<file path="config.mk">
export PLATFORM = sky130hd
export DESIGN_NAME = operand_sequencer
export DESIGN_NICKNAME = d
export VERILOG_FILES = /design/src/rtl/operand_sequencer_pkg.sv /design/src/rtl/operand_sequencer_en_reg8.sv /design/src/rtl/operand_sequencer.sv
export SDC_FILE = /design/constraint.sdc
export NUM_CORES = 1
export LEC_CHECK = 0
export ABC_AREA = 1
export BUFFER_PORTS_ARGS = -buffer_cell sky130_fd_sc_hd__buf_2
export CAP_MARGIN = 20
export CORE_AREA = 2 2 58 60
export CTS_BUF_LIST = sky130_fd_sc_hd__clkbuf_4 sky130_fd_sc_hd__clkbuf_8 sky130_fd_sc_hd__clkbuf_16
export CTS_CLUSTER_SIZE = 12
export DETAILED_ROUTE_END_ITERATION = 7
export DIE_AREA = 0 0 60 62
export GPL_ROUTABILITY_DRIVEN = 0
export GPL_TIMING_DRIVEN = 0
export PLACE_DENSITY_LB_ADDON = 0.3
export SYNTH_ARGS = -nofsm -noshare
export SYNTH_HDL_FRONTEND = slang
export SYNTH_HIERARCHICAL = 1
export SYNTH_SLANG_ARGS = --single-unit
</file>
<file path="constraint.sdc">
create_clock -name clk -period 1.2 [get_ports clk]
set_input_delay 0.18 -clock clk [delete_from_list [all_inputs] [get_ports clk]]
set_output_delay 0.18 -clock clk [all_outputs]
set_load 0.03 [all_outputs]
</file>
<file path="src/rtl/operand_sequencer_pkg.sv">
// Shared widths, state encoding and register-slot indices for the operand sequencer.
// The optional accumulate feature is enabled by defining OPSEQ_ACCUM_EN.
package operand_sequencer_pkg;

    localparam int OPSEQ_WIDTH = 8;

    typedef enum logic [1:0] {
        ST_LOAD_A = 2'd0,
        ST_LOAD_B = 2'd1,
        ST_ADD    = 2'd2,
        ST_HOLD   = 2'd3
    } opseq_state_e;

    // Slots of the load-enable register bank inside the top.
    localparam int REG_OPA    = 0;
    localparam int REG_OPB    = 1;
    localparam int REG_RESULT = 2;
    localparam int NUM_REGS   = 3;

endpackage

</file>
<file path="src/rtl/operand_sequencer_en_reg8.sv">
// Load-enable data register with asynchronous active-low clear; holds its value when en=0.
module en_reg8
    import operand_sequencer_pkg::*;
#(
    parameter int W = OPSEQ_WIDTH
) (
    input  logic         clk,
    input  logic         rstN,
    input  logic         en,
    input  logic [W-1:0] d,
    output logic [W-1:0] q
);

    logic [W-1:0] data_q;
    logic [W-1:0] data_d;

    always_comb begin
        data_d = en ? d : data_q;
    end

    always_ff @(posedge clk or negedge rstN) begin
        if (!rstN) begin
            data_q <= '0;
        end else begin
            data_q <= data_d;
        end
    end

    assign q = data_q;

endmodule

</file>
<file path="src/rtl/operand_sequencer.sv">
// Serial two-operand loader around an external 8-bit adder; holds the sum until acknowledged.
// Defining OPSEQ_ACCUM_EN adds accumMode, which chains the held result back in as operand A.
module operand_sequencer
    import operand_sequencer_pkg::*;
#(
    parameter int WIDTH = OPSEQ_WIDTH
) (
    input  logic             clk,
    input  logic             rstN,
    input  logic [WIDTH-1:0] dIn,
    input  logic             dValid,
    output logic             dReady,
    output logic [WIDTH-1:0] opA,
    output logic [WIDTH-1:0] opB,
    output logic             addEnable,
    input  logic [WIDTH-1:0] sum,
    input  logic             carry,
`ifdef OPSEQ_ACCUM_EN
    input  logic             accumMode,
`endif
    output logic [WIDTH-1:0] result,
    output logic             resultCarry,
    output logic             resultValid,
    input  logic             resultAck
);

    opseq_state_e state_q, state_d;
    logic         add_enable_q, add_enable_d;
    logic         result_valid_q, result_valid_d;
    logic         result_carry_q, result_carry_d;
    logic         accum_sel;

    logic [NUM_REGS-1:0] reg_en;
    logic [WIDTH-1:0]    reg_d [NUM_REGS];
    logic [WIDTH-1:0]    reg_q [NUM_REGS];

    genvar gi;
    generate
        for (gi = 0; gi < NUM_REGS; gi++) begin : g_reg
            en_reg8 #(.W(WIDTH)) u_reg (
                .clk  (clk),
                .rstN (rstN),
                .en   (reg_en[gi]),
                .d    (reg_d[gi]),
                .q    (reg_q[gi])
            );
        end
    endgenerate

`ifdef OPSEQ_ACCUM_EN
    assign accum_sel = accumMode;
`else
    assign accum_sel = 1'b0;
`endif

    always_comb begin
        state_d            = state_q;
        add_enable_d       = 1'b0;
        result_valid_d     = result_valid_q;
        result_carry_d     = result_carry_q;
        reg_en             = '0;
        reg_d[REG_OPA]     = dIn;
        reg_d[REG_OPB]     = dIn;
        reg_d[REG_RESULT]  = sum;

        case (state_q)
            ST_LOAD_A: begin
                if (dValid) begin
                    reg_en[REG_OPA] = 1'b1;
                    state_d         = ST_LOAD_B;
                end
            end
            ST_LOAD_B: begin
                if (dValid) begin
                    reg_en[REG_OPB] = 1'b1;
                    add_enable_d    = 1'b1;
                    state_d         = ST_ADD;
                end
            end
            ST_ADD: begin
                reg_en[REG_RESULT] = 1'b1;
                result_carry_d     = carry;
                result_valid_d     = 1'b1;
                state_d            = ST_HOLD;
            end
            ST_HOLD: begin
                if (resultAck) begin
                    result_valid_d = 1'b0;
                    // Running sum: the held result becomes operand A; carry is dropped.
                    if (accum_sel) begin
                        reg_en[REG_OPA] = 1'b1;
                        reg_d[REG_OPA]  = reg_q[REG_RESULT];
                        state_d         = ST_LOAD_B;
                    end else begin
                        state_d = ST_LOAD_A;
                    end
                end
            end
            default: begin
                state_d = ST_LOAD_A;
            end
        endcase
    end

    always_ff @(posedge clk or negedge rstN) begin
        if (!rstN) begin
            state_q        <= ST_LOAD_A;
            add_enable_q   <= 1'b0;
            result_valid_q <= 1'b0;
            result_carry_q <= 1'b0;
        end else begin
            state_q        <= state_d;
            add_enable_q   <= add_enable_d;
            result_valid_q <= result_valid_d;
            result_carry_q <= result_carry_d;
        end
    end

    assign dReady      = (state_q == ST_LOAD_A) || (state_q == ST_LOAD_B);
    assign addEnable   = add_enable_q;
    assign resultValid = result_valid_q;
    assign resultCarry = result_carry_q;
    assign opA         = reg_q[REG_OPA];
    assign opB         = reg_q[REG_OPB];
    assign result      = reg_q[REG_RESULT];

endmodule

</file>
# Word-level counts from Yosys, hierarchy flattened
# Cells that the tools add are included.
# word_totals
regBits,29
wordCells,28
# op_classes
n_eq_ne,6
n_mux,10
reduce_logical,5
# op_table
cell,n
$pmux W2 S4,1
$mux W2,3
$ne A2 B2 Y1 const B,3
$mux W1,5
$eq A2 B2 Y1 const B,2
$reduce_and A3 Y1,1
$eq A2 B1 Y1 const B,1
$logic_not A2 Y1,1
$pmux W1 S2,1
$reduce_and A2 Y1,1
$reduce_bool A2 Y1,1
$logic_or A1 B1 Y1,1

# Longest topological paths before layout
# Gate-level depths: netlist (run 1).
# depth
ltp_word,3
mapped_depth,8

# Hierarchy
# Netlist (run 1), hierarchy kept.
# modules_own_cells
module,instances,cells_each,area_per_inst_um2,seq_area_each_um2
en_reg8,3,34,305.3,200.2
operand_sequencer,1,35,312.8,125.1

# Least setup slack after synthesis (run 1)
# OpenSTA, ideal clock, no wires.
# synth_timing
path_type,flip-flop to output port
start,register state_q[0]
end,output port dReady
arrival_time_ns,1.008
t_required_ns,1.020
slack_ns,0.012
stages_incl_launch_ff,4
path_buffers,0
cell_sequence,dfrtp_1 > inv_1 > ha_1 > or2_1
# synth_via
elab_chain_cells,2
word_cells_on_any_way,3
classes_between,eq/ne: 1; reduce/logical: 2
# synth_lines
item,line_no,text
start: declaration,operand_sequencer.sv:27,"opseq_state_e state_q, state_d;"
start signal: assignment,operand_sequencer.sv:112,state_q <= state_d;
$eq A2 B1 Y1 / $logic_not A2 Y1 (equally long branches),operand_sequencer.sv:119,assign dReady = (state_q == ST_LOAD_A) || (state_q == ST_LOAD_B);
$logic_or A1 B1 Y1 *,operand_sequencer.sv:119,
end: declaration,operand_sequencer.sv:12,"output logic dReady,"
# Every way passes the cells marked *; elsewhere a longest branch is shown, timed or not.

# Worst setup path after layout (run 1)
# layout_timing
start,register state_q[1]
end,output port dReady
# Same word-level chain as after synthesis.

==> metrics, run 1 <==
Worst IR Drop VDD 0.001351 V; pin count of the biggest net entering global routing 30; drt initial violations 49; first-pass GRT wire length 4.381 mm; Clock H-tree levels 2; CTS sink count 29; total grt overflow 0; Post-synth top cells nand2_1, dfrtp_1, ha_1, inv_1, inv_2; failing checks setup timing; most numerous cell in the Yosys netlist nand2_1; layout cells sized above 1 0.4631; drt pass-1 iters 4; Routed Antenna Nets 0; final hold vios 0; cell row count 21; Compound-Gate Fraction of Synth Area 0.008147; CP Data Arrival Time 1.37 ns; Top Ports 49; synth unique cells 14; Yosys top cell area share 0.5906; startpoint types register; CP endpoint kind output port; simple-gate share of the synthesized area 0.2862; worst hold path class input port to register; fin crit share 1.293; Avg WL per Cell 11.18 um; WL final 2.784 mm; Max FO, Critical Path 4; ant diodes 0; final setup violation count 13; Slew Viols, Final 0; post-synth top area cell dfrtp_1; Filler cells 310; Initial Utilization 0.3865; sequential-to-total area share from yosys stat 0.5906; CP peak stage delay 0.39 ns; GRT Overall Usage 0.1646; ys flop type dfrtp_1; Leak 0.001028 uW; xor/xnor share of the synthesized area 0; Core Area 0.003179 mm^2; number of flops mapped to enable cells by yosys 0; Port Buffers 48; post-route cell area 0.001788 mm^2; post-DR vias/cell 4.402; Post-Syn Area 0.001229 mm^2; Syn. warnings 6; adder-cell share of the synthesized area 0.05092; root buffer selected by CTS clkbuf_4; Synth area leaders dfrtp_1, nand2_1, ha_1, buf_6, inv_1; area added between synthesis and finish 45.52%; Critical-path top delay cell dfrtp_1; vias after detailed routing 1096; Final Skew 0.002552 ns; unrepaired setup endpoints after global routing yes; slew at the pin with the worst max-slew slack 0.6414 ns; total CTS buffers 5; fin nets 228; vias in the first global route 1042; Placement Cell Area 0.001526 mm^2; combinational family with the most area after synthesis simple AND/OR/NAND/NOR gates; Worst slew margin 0.5724; drt drc 0; min Tclk post-route 1.551 ns; initial antenna violation count 0; Critical Path RT 1.02 ns; max cap viols 0; chip height 62 um; Die X 60 um; CTS tree yes; worst path cell trace inv_2, ha_2, or2_1, buf_6; clock transition at the registers of the reported paths 0.09 ns; die area 0.003720 mm^2; ys async rst share 1.000; net count after synthesis 163; crit-path leading delay family flip-flops; setup TNS -0.9874 ns; outcome finished, violations left; final setup margin -0.3511 ns; Max clock buf depth 2; worst skew pair latency 0.31 ns; Synth Register Bits 29; CP Buf/Inv Count 2; Synth Instances 137; multiplexer share of the synthesized area 0.009165; Fmax 644.7 MHz; Setup Crit Path Kind register to output port; post-detail-place hpwl 1.932 mm; Mapped Avg Cell Area 8.968 um^2; Cell Pwr Density 3027 mW/mm^2
-- tightest hold or removal path, delay by kind of cell --
| kind | cells | cell delay (ns) |
|---|---|---|
| buffers and inverters | 1 | 0.08 |
| AND/OR/NAND/NOR | 2 | 0.09 |
-- cell usage in the layout (no fill, tap or decap), types with 2 or more instances in the layout --
master / synthesis / final
nand2_2: 0 / 11
clkbuf_8: 0 / 2
buf_6: 3 / 6
clkbuf_4: 0 / 5
buf_4: 0 / 4
nand3_1: 2 / 2
or2_1: 2 / 2
nand2_4: 1 / 2
buf_2: 0 / 48
buf_8: 0 / 2
inv_2: 4 / 6
ha_4: 0 / 3
nand2_1: 81 / 69
dfrtp_1: 29 / 29
-- sequential cells by signal, indices dropped and copies added, names as in the netlist --
signal	count
state_q	2
addEnable	1
resultValid	1
resultCarry	1
g.u_reg/q	24
-- kinds of logic (layout without fill, tap and decap cells) --
group,Yosys count,count (layout)
AOI/OAI and AO/OA,2,2
and+or+nand+nor,88,88
adders and majority gates,5,5
muxes,1,1
buffers and inverters,12,78
DFF,29,29
-- metrics by stage --
| stage | setup slack, ns | utilization | hold slack, ns | cells | power, uW |
|---|---|---|---|---|---|
| 2_1_floorplan | 0.01193 | - | -0.1156 | 137 | 3496 |
| 3_5_place_dp | -0.1141 | 0.4801 | 0.2472 | 231 | 4227 |
| 4_1_cts | -0.3415 | 0.5285 | 0.04373 | 245 | 5147 |
| 5_1_grt | -0.4035 | 0.5624 | 0.06056 | 249 | 5799 |
| 6_report | -0.3511 | 0.5624 | 0.06470 | 249 | 5412 |
| 3_3_place_gp | -0.09431 | 0.4801 | 0.2349 | 231 | 4158 |
-- what timing repair did --
action                                 in CTS  in global routing
endpoints found under the hold margin      29                  0
pin swaps                                   3                  8
gates resized for setup                    12                 25
cloned                                      1                  0
setup endpoints to repair                  27                 28
hold buffers                                1                  0
buffers inserted                            4                  6
-- worst paths after layout --
kind / slack [ns] / start / cells past startpoint / to
setup / recovery: -0.35 / state_q[1] / 4 / dReady
hold / removal: 0.06 / sum[2] / 3 / g_reg[2].u_reg/q[2]
setup reg to reg: -0.07 / state_q[1] / 8 / g_reg[1].u_reg/q[7]
hold reg to reg: 0.47 / g_reg[0].u_reg/q[6] / 2 / g_reg[0].u_reg/q[6]
max in group asynchronous: 0.36 / rstN / 2 / g_reg[2].u_reg/q[7]
min in group asynchronous: 0.42 / rstN / 2 / g_reg[1].u_reg/q[3]
-- area by class of cell --
| type | instances | area, um^2 | area share |
|---|---|---|---|
| Buffer | 3 | 41.29 | 0.02309 |
| Sequential cell | 29 | 725.7 | 0.4059 |
| Clock inverter | 1 | 5.005 | 0.002799 |
| Multi-Input combinational cell | 96 | 510.5 | 0.2855 |
| Inverter | 9 | 46.29 | 0.02589 |
| Tap cell | 46 | 57.56 | 0.03219 |
| Clock buffer | 7 | 65.06 | 0.03639 |
| Timing Repair Buffer | 58 | 336.6 | 0.1882 |
-- report_power, final --
part           internal [uW]  total [uW]  switching (uW)  leakage, uW
sequential              1440        1690             252     0.000357
clock                    339         656             317    0.0000413
combinational           1120        3060            1950     0.000629
total                   2900        5410            2520      0.00103
-- layer usage --
layer  global-route usage  part of all wire
met2               0.2919              0.54
met3              0.04348             0.050
met5                    0                 0
met4               0.1048             0.019
met1               0.1737              0.39
No activity file was read; power rests on OpenSTA's default activity.
==> run 2: changes to the inputs <==
--- a/config.mk
+++ b/config.mk
@@ -5,7 +5,7 @@
 export SDC_FILE = /design/constraint.sdc
 export NUM_CORES = 1
 export LEC_CHECK = 0
-export ABC_AREA = 1
+export ABC_AREA = 0
 export BUFFER_PORTS_ARGS = -buffer_cell sky130_fd_sc_hd__buf_2
 export CAP_MARGIN = 20
 export CORE_AREA = 2 2 58 60
==> run 2 against run 1 <==
The run still ends with setup timing left. Worst setup slack improved by 0.13 ns. Core utilization up 0.59 points. Clock power down 14%. Non-clock buffer count is 1 lower. Maximum frequency increased by 9.3%. First-iteration DRC count fell by 49%. Critical path depth grew 1. Final area rose by 1.0%. Die area stayed put. Sequential cell count did not move. Wire length decreased by 10%. Total power is 10% higher. Largest cell class unchanged.
==> metrics, run 2 <==
fin nets 166 (-27%); Worst slew margin 0.5832 (+0.01084); Worst Hold End resultValid; Cell Pwr Density 3303 mW/mm^2 (+9.1%); worst hold path class input port to register; total grt overflow 0 (unchanged); commonest non-fill, non-tap cell in the layout buf_2; net count after synthesis 102 (-37%); R2R depth 5 (-3); Yosys top cell area share 0.5631 (-0.02752); Worst IR Drop VDD 0.001677 V (+24%); ant diodes 0 (unchanged); CP Data Arrival Time 1.24 ns (-0.13 ns); Leak 0.0009167 uW (-11%); fin crit share 1.182 (-0.1104); Initial Utilization 0.4054 (+0.01889); Switching Power 2490 uW (-1.0%); chip height 62 um (unchanged); unrepaired setup endpoints after global routing yes; Fmax 704.9 MHz (+9.3%); Post-Route Utilization 0.5683 (+0.005903); Die X 60 um (unchanged); post-detail-place hpwl 1.666 mm (-14%); ys flop type dfrtp_1; first-pass GRT wire length 3.719 mm (-15%); initial antenna violation count 0 (unchanged); ys async rst share 1.000 (unchanged); Post-synth top cells dfrtp_1, mux2_4, ha_1, inv_1, buf_6; sequential-to-total area share from yosys stat 0.5631 (-0.02752); pin count of the biggest net entering global routing 30 (unchanged); root buffer selected by CTS clkbuf_4; layout cells sized above 1 0.7589 (+0.2958); most numerous cell in the Yosys netlist dfrtp_1; Final Skew 0.008134 ns (+0.005582 ns); Top Ports 49 (unchanged); worst skew pair latency 0.31 ns (about the same); Synth Register Bits 29 (unchanged); cell row count 21 (unchanged); Post-Syn Area 0.001289 mm^2 (+4.9%); Critical Path RT 1.02 ns (about the same); clock network fraction of total power 0.094 (-0.027); final setup margin -0.2186 ns (+0.1325 ns); Clock H-tree levels 2 (unchanged); post-synth top area cell dfrtp_1; internal power 3478 uW (+20%); Setup Crit Path Kind register to output port; worst path cell trace inv_2, ha_4, nor2_4, inv_2, buf_6; area added between synthesis and finish 40.19%; final hold vios 0 (unchanged); WL final 2.506 mm (-10%); Avg WL per Cell 13.40 um (+20%); drt drc 0 (unchanged); min Tclk post-route 1.419 ns (-0.1325 ns); WHS 0.08692 ns (+0.02222 ns); Mapped Avg Cell Area 16.96 um^2 (+89%); register share of total power 0.298 (-0.015); CTS sink count 29 (unchanged); setup TNS -4.621 ns (-3.633 ns); most frequent CP cell inv_2; fin cells 187 (-25%); Synth Instances 76 (-45%); Comb pwr share 0.608 (+0.042); Synth area leaders dfrtp_1, mux2_4, ha_1, buf_6, inv_1; final setup violation count 29 (+16); max FFs per register 24 (unchanged); startpoint types register; outcome finished, violations left; synth unique cells 13 (-1); reg2reg start state_q[0]; clock transition at the registers of the reported paths 0.09 ns (about the same); vias in the first global route 828 (-21%); Hold Path Stages 2 (-1); Switching Share 0.4173 (-0.04756); most frequent cells in the layout buf_2, dfrtp_1, mux2_4; drt pass-1 iters 3 (-1); drt initial violations 25 (-49%); worst r2r dst state_q[1]; Core Area 0.003179 mm^2 (unchanged); CP endpoint kind output port; slew at the pin with the worst max-slew slack 0.6251 ns (-0.01626 ns); CTS tree yes; GRT Overall Usage 0.1440 (-0.02062); Placed Cells 170 (-26%); Syn. warnings 6 (unchanged); hold path startpoint resultAck; Max FO, Critical Path 3 (-1); CP peak stage delay 0.39 ns (about the same); Routed Antenna Nets 0 (unchanged); vias after detailed routing 825 (-25%); Max clock buf depth 2 (unchanged); total CTS buffers 5 (unchanged); number of flops mapped to enable cells by yosys 0 (unchanged); reg-to-reg setup timing slack -0.18 ns (-0.11 ns); die area 0.003720 mm^2 (unchanged); Slew Viols, Final 0 (unchanged); max cap viols 0 (unchanged); failing checks setup timing; Port Buffers 48 (unchanged); post-DR vias/cell 4.412 (+0.23%); Critical-path top delay cell dfrtp_1
## run 2: cell type report
cell class	instances	area, um^2
fill	278	1373
sequential	29	726.9
multi-input combinational	39	570.5
timing repair buffer	58	342.8
tap	46	57.56
clock buffer	6	45.04
buffer	2	35.03
inverter	5	18.77
clock inverter	2	10.01
## run 2: cell families after synthesis
family / synth area share
fa+ha+maj: 0.04854
flops: 0.5631
buf+inv: 0.04078
mux: 0.3078
compound gates: 0.01456
simple gates: 0.02525
## run 2: stage by stage
| stage | total power (uW) | cell area [um^2] | setup slack, ns |
|---|---|---|---|
| floorplan | 4195 | 1325 | -0.1313 |
| global placement | 4875 | 1623 | -0.1982 |
| detailed placement | 4962 | 1623 | -0.2336 |
| CTS | 5946 | 1787 | -0.2418 |
| global route | 6320 | 1807 | -0.2759 |
| finish | 5968 | 1807 | -0.2186 |
## run 2: critical path: cells and delay by family (launching register included)
family / cells / cell delay, ns
flops: 1 / 0.39
buf+inv: 3 / 0.25
fa+ha+maj: 1 / 0.17
simple gates: 1 / 0.12
## run 2: worst max path at each step
stage | from | to | depth (start not counted)
after global placement | state_q[0] | g_reg[2].u_reg/q[1] | 4
after floorplan | state_q[1] | g_reg[1].u_reg/q[0] | 5
final | state_q[1] | dReady | 5
after CTS | state_q[1] | dReady | 5
after global routing | state_q[1] | dReady | 5
after detailed placement | state_q[0] | g_reg[2].u_reg/q[3] | 4
## run 2: power groups by stage
stage / combinational (uW) / sequential, uW / clock (uW)
finish: 3630 / 1780 / 562
global route: 3830 / 1840 / 647
CTS: 3570 / 1770 / 600
detailed placement: 3190 / 1780 / 0
global placement: 3120 / 1760 / 0
floorplan: 1510 / 2690 / 0
## run 2: timing repair
| item | 4_1_cts | 5_1_grt |
|---|---|---|
| hold buffers | 1 | 0 |
| endpoints found under the hold margin | 29 | 0 |
| setup endpoints to repair | 28 | 29 |
| pin swaps | 5 | 2 |
| resized for setup | 15 | 3 |
| buffers inserted | 8 | 1 |
## run 2: layer usage
metal  wire length [um]  GRT usage  vias to the layer above
met2               1253     0.2453                       37
met5                  0          0                        -
met4                 40    0.08571                        0
met3                167    0.04348                        5
li1                   -          -                      382
met1               1045     0.1594                      401
